===== src/rtl/led_pattern_player_pkg.sv =====
// Shared types and word layout for the LED pattern player.
// Also holds the table-pointer wrap helper.
package led_pattern_player_pkg;

  typedef enum logic [1:0] {
    ST_IDLE  = 2'd0,
    ST_FETCH = 2'd1,
    ST_LATCH = 2'd2,
    ST_HOLD  = 2'd3
  } state_t;

  localparam int ADDR_W   = 14;
  localparam int PAT_LSB  = 0;
  localparam int PAT_MSB  = 9;
  localparam int HOLD_LSB = 16;
  localparam int HOLD_MSB = 31;
  localparam int PAT_W    = PAT_MSB - PAT_LSB + 1;
  localparam int HOLD_W   = HOLD_MSB - HOLD_LSB + 1;

  function automatic logic [ADDR_W-1:0] next_ptr(
    input logic [ADDR_W-1:0] ptr,
    input logic [ADDR_W-1:0] base,
    input logic [ADDR_W-1:0] last
  );
    logic [ADDR_W-1:0] w_one;
    w_one = {{(ADDR_W-1){1'b0}}, 1'b1};
    return (ptr == last) ? base : (ptr + w_one);
  endfunction

endpackage


===== src/rtl/led_pattern_player_tick_gen.sv =====
// Hold-tick prescaler: counts 0..TICK_DIV-1 while enabled and flags the last count.
// A clear forces the count back to zero so every hold starts on a fresh tick period.
module led_tick_gen #(
  parameter int unsigned TICK_DIV = 50000
) (
  input  logic clk,
  input  logic reset,
  input  logic i_clear,
  input  logic i_en,
  output logic o_tick
);

  localparam logic [31:0] LAST_CNT = 32'(TICK_DIV - 1);

  logic [31:0] r_cnt;

  // Prescaler count register.
  always_ff @(posedge clk) begin
    if (reset) begin
      r_cnt <= 32'd0;
    end else if (i_clear) begin
      r_cnt <= 32'd0;
    end else if (i_en) begin
      if (r_cnt == LAST_CNT) begin
        r_cnt <= 32'd0;
      end else begin
        r_cnt <= r_cnt + 32'd1;
      end
    end else begin
      r_cnt <= r_cnt;
    end
  end

  assign o_tick = i_en && (r_cnt == LAST_CNT);

endmodule


===== src/rtl/led_pattern_player.sv =====
// Plays a table of {hold, pattern} words from on-chip memory onto ten LEDs.
// A word with hold count zero ends the table (loop back or finish).
module led_pattern_player
  import led_pattern_player_pkg::*;
#(
  parameter int          BASE_WORD = 0,
  parameter int          LAST_WORD = 9999,
  parameter int unsigned TICK_DIV  = 50000
) (
  input  logic              clk,
  input  logic              reset,
  input  logic              start,
  input  logic              stop,
  input  logic              loop_en,
  output logic [ADDR_W-1:0] mem_address,
  output logic              mem_chipselect,
  output logic              mem_write,
  output logic [3:0]        mem_byteenable,
  output logic              mem_clken,
  input  logic [31:0]       mem_readdata,
  output logic [PAT_W-1:0]  leds,
  output logic              busy,
  output logic              done
);

  localparam logic [ADDR_W-1:0] BASE_ADDR = ADDR_W'(BASE_WORD);
  localparam logic [ADDR_W-1:0] LAST_ADDR = ADDR_W'(LAST_WORD);

  state_t              r_state;
  state_t              w_next_state;
  logic [ADDR_W-1:0]   r_ptr;
  logic [HOLD_W-1:0]   r_hold;
  logic [PAT_W-1:0]    r_leds;
  logic                r_done;
  logic                r_cs;
  logic                r_busy;
  logic                w_tick;
  logic                w_stop_active;
  logic                w_end_marker;
  logic [HOLD_W-1:0]   w_word_hold;
  logic                w_unused_bits;

  assign w_word_hold   = mem_readdata[HOLD_MSB:HOLD_LSB];
  assign w_end_marker  = (w_word_hold == 16'd0);
  assign w_stop_active = stop && (r_state != ST_IDLE);
  assign w_unused_bits = ^mem_readdata[HOLD_LSB-1:PAT_MSB+1];

  led_tick_gen #(
    .TICK_DIV (TICK_DIV)
  ) u_tick_gen (
    .clk     (clk),
    .reset   (reset),
    .i_clear (r_state != ST_HOLD),
    .i_en    (r_state == ST_HOLD),
    .o_tick  (w_tick)
  );

  // Next-state decode; stop overrides every other transition.
  always_comb begin
    w_next_state = r_state;
    if (w_stop_active) begin
      w_next_state = ST_IDLE;
    end else begin
      case (r_state)
        ST_IDLE:  w_next_state = (start && !stop) ? ST_FETCH : ST_IDLE;
        ST_FETCH: w_next_state = ST_LATCH;
        ST_LATCH: begin
          if (w_end_marker) begin
            w_next_state = loop_en ? ST_FETCH : ST_IDLE;
          end else begin
            w_next_state = ST_HOLD;
          end
        end
        ST_HOLD:  w_next_state = (w_tick && (r_hold == 16'd1)) ? ST_FETCH : ST_HOLD;
        default:  w_next_state = ST_IDLE;
      endcase
    end
  end

  // State, datapath and registered outputs.
  always_ff @(posedge clk) begin
    if (reset) begin
      r_state <= ST_IDLE;
      r_ptr   <= BASE_ADDR;
      r_hold  <= 16'd0;
      r_leds  <= 10'd0;
      r_done  <= 1'b0;
      r_cs    <= 1'b0;
      r_busy  <= 1'b0;
    end else begin
      r_state <= w_next_state;
      r_cs    <= (w_next_state == ST_FETCH);
      r_busy  <= (w_next_state != ST_IDLE);
      r_done  <= 1'b0;
      if (w_stop_active) begin
        r_leds <= 10'd0;
        r_hold <= 16'd0;
      end else begin
        case (r_state)
          ST_IDLE: begin
            if (start && !stop) r_ptr <= BASE_ADDR;
          end
          ST_LATCH: begin
            if (!w_end_marker) begin
              r_leds <= mem_readdata[PAT_MSB:PAT_LSB];
              r_hold <= w_word_hold;
              r_ptr  <= next_ptr(r_ptr, BASE_ADDR, LAST_ADDR);
            end else if (loop_en) begin
              r_ptr <= BASE_ADDR;
            end else begin
              r_done <= 1'b1;
            end
          end
          ST_HOLD: begin
            if (w_tick) r_hold <= r_hold - 16'd1;
          end
          default: begin
            r_hold <= r_hold;
          end
        endcase
      end
    end
  end

  assign mem_address    = r_ptr;
  assign mem_chipselect = r_cs;
  assign mem_write      = 1'b0;
  assign mem_byteenable = 4'hF;
  assign mem_clken      = 1'b1;
  assign leds           = r_leds;
  assign busy           = r_busy;
  assign done           = r_done;

endmodule

===== config.mk =====
export PLATFORM = sky130hd
export DESIGN_NAME = led_pattern_player
export DESIGN_NICKNAME = d
export VERILOG_FILES = /design/src/rtl/led_pattern_player_pkg.sv /design/src/rtl/led_pattern_player_tick_gen.sv /design/src/rtl/led_pattern_player.sv
export SDC_FILE = /design/constraint.sdc
export NUM_CORES = 1
export LEC_CHECK = 0
export BUFFER_PORTS_ARGS = -buffer_cell sky130_fd_sc_hd__buf_2
export CAP_MARGIN = 10
export CORE_MARGIN = 1
export CORE_UTILIZATION = 55
export DETAILED_ROUTE_END_ITERATION = 10
export GPL_ROUTABILITY_DRIVEN = 0
export MAX_ROUTING_LAYER = met4
export PLACE_DENSITY = 0.88
export SYNTH_ARGS = -nofsm -noshare
export SYNTH_HDL_FRONTEND = slang
export SYNTH_SLANG_ARGS = --single-unit

===== constraint.sdc =====
create_clock -name clk -period 3.1 [get_ports clk]
set_input_delay 0.62 -clock clk [delete_from_list [all_inputs] [get_ports clk]]
set_output_delay 0.62 -clock clk [all_outputs]
set_load 0.005 [all_outputs]

==> Word level (Yosys, flattened, before mapping) <==
Index checks and enable logic that the tools add are counted.
W data, S select, Z words.
{ "totals": {"reg_bits": 77, "in_bits": 37, "out_inout_bits": 33, "elab_cells": 59} }
{ "classes": {"add_sub_neg": 3, "n_eq_ne": 12, "mux": 16, "bitwise_logic": 3, "reduce_logical": 17} }
{ "ops": {"columns": ["op", "n"], "rows": [
  ["$mux W14", 4],
  ["$add A32 B1 Y32 const B", 1],
  ["$eq A32 B16 Y1 const B", 1],
  ["$mux W16", 2],
  ["$mux W32", 1],
  ["$pmux W16 S2", 1],
  ["$pmux W14 S2", 1],
  ["$eq A16 B1 Y1 const B", 1],
  ["$logic_not A16 Y1", 1],
  ["$sub A16 B1 Y16 const B", 1],
  ["$add A14 B1 Y14 const B", 1],
  ["$eq A14 B14 Y1 const B", 1],
  ["$ne A2 B2 Y1 const B", 4],
  ["$pmux W2 S4", 1],
  ["$reduce_bool A2 Y1", 4],
  ["$mux W2", 3],
  ["$eq A2 B1 Y1 const B", 2],
  ["$eq A2 B2 Y1 const B", 2],
  ["$logic_and A1 B1 Y1", 4],
  ["$reduce_and A4 Y1", 1],
  ["$reduce_or A2 Y1", 2],
  ["$reduce_or A4 Y1", 1],
  ["$mux W1", 3],
  ["$ne A3 B3 Y1 const B", 1],
  ["other kinds (5)", 7]
]} }

==> Depth between registers and ports, before layout <==
{ "depth": {"ltp_word": 7, "ltp_mapped": 7, "mapped_depth_nobuf": 7} }

==> Cells and area by module <==
From an unflattened synthesis, not the netlist that was laid out.
{ "unflattened": {"hier_cells": 480, "area_unflattened_um2": 3902.5} }
{ "modules_own_cells": {"columns": ["mod", "n_inst", "cells_each", "area_per_inst_um2", "seq_area_each_um2"], "rows": [
  ["led_pattern_player", 1, 296, 2354.8, 900.9],
  ["led_tick_gen", 1, 184, 1547.7, 640.6]
]} }

==> Least setup slack after synthesis <==
No wires, ideal clock.
{ "synth_path": {"path_type": "input -> register", "startpoint": "input mem_readdata[30]", "endpoint": "register r_hold[3]", "setup_time_ns": 0.116, "t_arrival_ns": 2.249, "t_required_ns": 2.984, "path_slack_ns": 0.736, "path_stages": 6, "path_buffers": 1, "path_cell_list": "or4_1 > o41ai_4 > o31a_2 > buf_4 > nor3_1 > a31o_1"} }
{ "synth_between": {"elab_chain_cells": 3} }
{ "synth_rtl": {"columns": ["element", "line_no", "rtl"], "rows": [
  ["start: declaration", "led_pattern_player.sv:20", "input logic [31:0] mem_readdata,"],
  ["$logic_not A16 Y1", "led_pattern_player.sv:44", "assign w_end_marker = (w_word_hold == 16'd0);"],
  ["$ne A2 B2 Y1 (no line)", null, null],
  ["$reduce_and A3 Y1 (no line)", null, null],
  ["end signal: assignment", "led_pattern_player.sv:106", "r_hold <= w_word_hold;"],
  ["end signal: assignment", "led_pattern_player.sv:115", "if (w_tick) r_hold <= r_hold - 16'd1;"],
  ["end signal: assignment", "led_pattern_player.sv:118", "r_hold <= r_hold;"],
  ["end: declaration", "led_pattern_player.sv:32", "logic [HOLD_W-1:0] r_hold;"]
]} }
No other way between the ends.
A chain may end at the register's enable or synchronous reset.

==> Worst setup path after layout <==
{ "layout_path": {"startpoint": "input mem_readdata[30]", "endpoint": "register r_ptr[10], in the netlist mem_address[10]"} }
{ "layout_between": {"elab_chain_cells": 3, "elab_cells_between_ends": 5, "cone_classes": "eq/ne: 1; mux: 2; reduce/logical: 2"} }
{ "layout_rtl": {"columns": ["element", "line_no", "rtl"], "rows": [
  ["$logic_not A16 Y1 *", "led_pattern_player.sv:44", null],
  ["$ne A3 B3 Y1 (no line) or $mux W14 (tied branches)", null, null],
  ["$reduce_and A4 Y1 (no line) or $pmux W14 S2 (tied branches)", null, null],
  ["end signal: assignment", "led_pattern_player.sv:107", "r_ptr <= next_ptr(r_ptr, BASE_ADDR, LAST_ADDR);"],
  ["end: declaration", "led_pattern_player.sv:31", "logic [ADDR_W-1:0] r_ptr;"]
]} }
Every way passes the cells marked *; elsewhere a longest branch is shown, timed or not.

==> metrics.txt <==
Startpoint Class=input port; CTS sink cnt=77; CP arrival=between 2000 and 3000 ps; final setup TNS=0 ps; Max FO, Critical Path=11; area of the multi-input gates=about 2300 sq um; Via Count=between 3000 and 4000; Worst-Skew Late Latency=between 300 and 400 ps; critical path capture point type=register; Netlist cell types=56; Hold WS=456 ps; R2R Setup Slk=approximately 910 ps; Cell Rows=30; hold endpoint=leds[3]$_SDFFE_PP0P_; n_diodes=0; gr usage total=between 20 and 30%; max-slew violation count=0; CTS Buf Count=9; Cell Area, Synth=between 4000 and 5000 sq um; H-tree depth=3; register area share after synthesis=approximately two fifths; Routed WL=about 9600 microns; Routed met2 length=around 4600 microns; Routed wire per std cell=between 10 and 15 microns; Final Core Density=66.2%; Pleak=~1.7 nW; Die Outline Area=approximately 7600 sq um; max incr delay on CP=640 ps; clk_skew=18.2 ps; GRT overflow=0; reg2reg end=u_tick_gen.r_cnt[31]$_SDFFE_PP0N_; largest net degree at the start of global routing=39; crit-path cells=buf_2 > or4_1 > nor4_1 > a21boi_0 > a21o_1 > nor2_1; Max VDD drop=approximately 0.30 mV; Resized cells post-CTS=0; CTS tree=done; Synth Area per Inst=a little over 8 sq um; CTS Hold Bufs=0; Max Used Layer=met4; Layout area overhead=14.2%; hold path startpoint=leds[3]$_SDFFE_PP0P_; TritonRoute pass-1 iters=5; WL met1=approximately 4200 microns; ys async rst share=0%; clock-pin slew on the worst setup and hold paths=~80 ps; first-pass GRT wire length=16000 microns; FMAX=approximately 0.43 GHz; Mapped Cells=494; final setup violation count=0; Port Buffers=57; Yosys warning count=0; clk buf depth=2; Root Buffer=clkbuf_8; antenna-violating nets left=0; register area=1540 sq um; Pwr per Cell Area=432 nW/um^2; Final Cycle Share=75.0%; Post-synth EDFFs=0; Chip Width=roughly 87 microns; vias in the first global route=approximately 3600; CP max stage cell=or4_1; Worst Tran Pin Value=886 ps; Filler Cell Count=about 620; WP data required=roughly 3400 ps; initial antenna violation count=0; Slew HR=between 40% and 50%; maxcap violations=0; DRC viols=0; Final min period=2320 ps; outcome=completed; final hold vios=0; Initial Util=slightly below 60%; DR iter-0 viols=250; Via density=about 5.9; RSZ-0062 raised after global routing=false; die extent in y=around 87 microns; WS Path Type=input port to register; Critical R2R Launch=u_tick_gen.r_cnt[10]$_SDFFE_PP0N_; Synth Register Bits=77; hold path depth=2; Worst Hold Class=register to register; fraction of layout instances using a drive strength above 1=roughly 16%; post-DP HPWL=between 6000 and 7000 microns; Synth Flop Type=dfxtp_1; fin nets=586; Setup Buffers After CTS=0; io pins=70; WL met3=about 650 microns; core area=a little under 7000 sq um; worst reg2reg path depth=5
-- sequential cells by signal (all words and copies together), names as in the netlist --
signal,flops
r_hold,16
u_tick_gen.r_cnt,32
mem_chipselect,1
leds,10
done,1
mem_address,14
r_state,2
busy,1
-- critical path: cells and delay by family --
kind	cells	cell delay (ps)
buffers and inverters	1	110
AND/OR/NAND/NOR	3	1270
AO/OA/AOI/OAI	2	600
-- area by class of cell --
type / count / area share, %
Timing Repair Buffer: 66 / 7.72
Clock buffer: 9 / 2.71
Tap cell: 96 / 2.63
Multi-Input combinational cell: 379 / 50.1
Clock inverter: 7 / 2.16
Inverter: 12 / 0.985
Sequential cell: 77 / 33.7
-- synth_stat cells (2+ instances only) --
master | count | area (sq um)
a211o_1 | 2 | 17.5
a211oi_1 | 2 | 15.0
a21oi_1 | 29 | 145
a31o_1 | 3 | 26.3
a31oi_1 | 2 | 12.5
and2_1 | 4 | 25.0
and3_1 | 9 | 56.3
and4_1 | 6 | 52.6
buf_2 | 3 | 15.0
buf_4 | 7 | 52.6
clkbuf_1 | 20 | 75.1
conb_1 | 2 | 7.51
dfxtp_1 | 77 | 1540
ha_1 | 4 | 50.1
inv_1 | 12 | 45.0
mux2i_1 | 4 | 40.0
nand2_1 | 47 | 176
nand2b_1 | 2 | 12.5
nand3_1 | 19 | 95.1
nand4_1 | 17 | 106
nand4b_1 | 3 | 26.3
nor2_1 | 61 | 229
nor2b_1 | 3 | 18.8
nor3_1 | 21 | 105
nor4_1 | 20 | 125
nor4b_1 | 4 | 35.0
o2111ai_1 | 4 | 35.0
o211ai_1 | 7 | 52.6
o21ai_0 | 13 | 65.1
o21ai_1 | 6 | 30.0
o311ai_0 | 3 | 26.3
o31ai_1 | 6 | 45.0
o32ai_1 | 2 | 17.5
o41ai_1 | 2 | 17.5
or3_1 | 4 | 25.0
or4_1 | 8 | 60.1
xnor2_1 | 13 | 114
xor2_1 | 25 | 219
-- routing by layer --
metal / GRT usage (%) / vias to the layer above
li1: - / 1899
met1: 33.5 / 1799
met2: 45.2 / 128
met3: 6.64 / 14
met4: 9.54 / 0
met5: - / -
-- worst max path at each step --
stage	depth (start not counted)	to	slack, ps	startpoint
floorplan	6	r_hold[3]$_SDFFE_PP0P_	740	mem_readdata[30]
global placement	6	mem_address[4]$_SDFFE_PP0P_	540	mem_readdata[30]
detailed placement	6	r_hold[1]$_SDFFE_PP0P_	470	mem_readdata[30]
CTS	6	mem_address[10]$_SDFFE_PP0P_	840	mem_readdata[30]
global route	5	u_tick_gen.r_cnt[31]$_SDFFE_PP0N_	700	u_tick_gen.r_cnt[7]$_SDFFE_PP0N_
finish	6	mem_address[10]$_SDFFE_PP0P_	780	mem_readdata[30]
-- logic make-up after synthesis --
kind of cell / Yosys count / synth area share (%)
other: 2 / 0.188
adder cells (fa/ha/maj): 4 / 1.25
flip-flops: 77 / 38.5
multiplexers: 5 / 1.28
XOR/XNOR: 38 / 8.32
buffers and inverters: 42 / 4.69
AND/OR/NAND/NOR: 235 / 30.5
AO/OA/AOI/OAI: 91 / 15.2
-- placed cells by master, fill, tap and decap left out, types with 3 or more instances in the layout --
cell | netlist | routed
nor4_1 | 20 | 20
or4_1 | 8 | 8
a21oi_1 | 29 | 29
or3_1 | 4 | 4
inv_1 | 12 | 12
xor2_1 | 25 | 25
nor2b_1 | 3 | 3
buf_4 | 7 | 9
and3_1 | 9 | 9
clkbuf_8 | 0 | 9
nor4b_1 | 4 | 4
nor3_1 | 21 | 21
a31o_1 | 3 | 3
o31ai_1 | 6 | 6
o21ai_1 | 6 | 6
o311ai_0 | 3 | 3
nand4_1 | 17 | 17
nor2_1 | 61 | 61
and2_1 | 4 | 4
o2111ai_1 | 4 | 4
nand2_1 | 47 | 47
o21ai_0 | 13 | 13
nand3_1 | 19 | 19
conb_1 | 2 | 6
mux2i_1 | 4 | 4
o211ai_1 | 7 | 7
dfxtp_1 | 77 | 77
nand4b_1 | 3 | 3
xnor2_1 | 13 | 13
buf_2 | 3 | 57
and4_1 | 6 | 6
ha_1 | 4 | 4
-- per-stage QoR --
| stage | setup slack (ps) | power [mW] | std cells | cell area, sq um |
|---|---|---|---|---|
| CTS | 836 | 1.98 | 646 | 4570 |
| detailed placement | 468 | 1.15 | 630 | 4350 |
| global route | 700 | 2.05 | 646 | 4570 |
| global placement | 537 | 1.14 | 630 | 4350 |
| floorplan | 736 | 1.10 | 498 | 4020 |
| finish | 776 | 1.97 | 646 | 4570 |
-- report_power, final --
group | leakage, nW | internal (mW) | switching [mW] | total [mW]
Combinational | 0.951 | 0.0457 | 0.0768 | 0.123
Sequential | 0.621 | 0.996 | 0.00792 | 1.00
Clock | 0.110 | 0.457 | 0.390 | 0.847
Note: power is estimated with default switching activity, not from simulation.
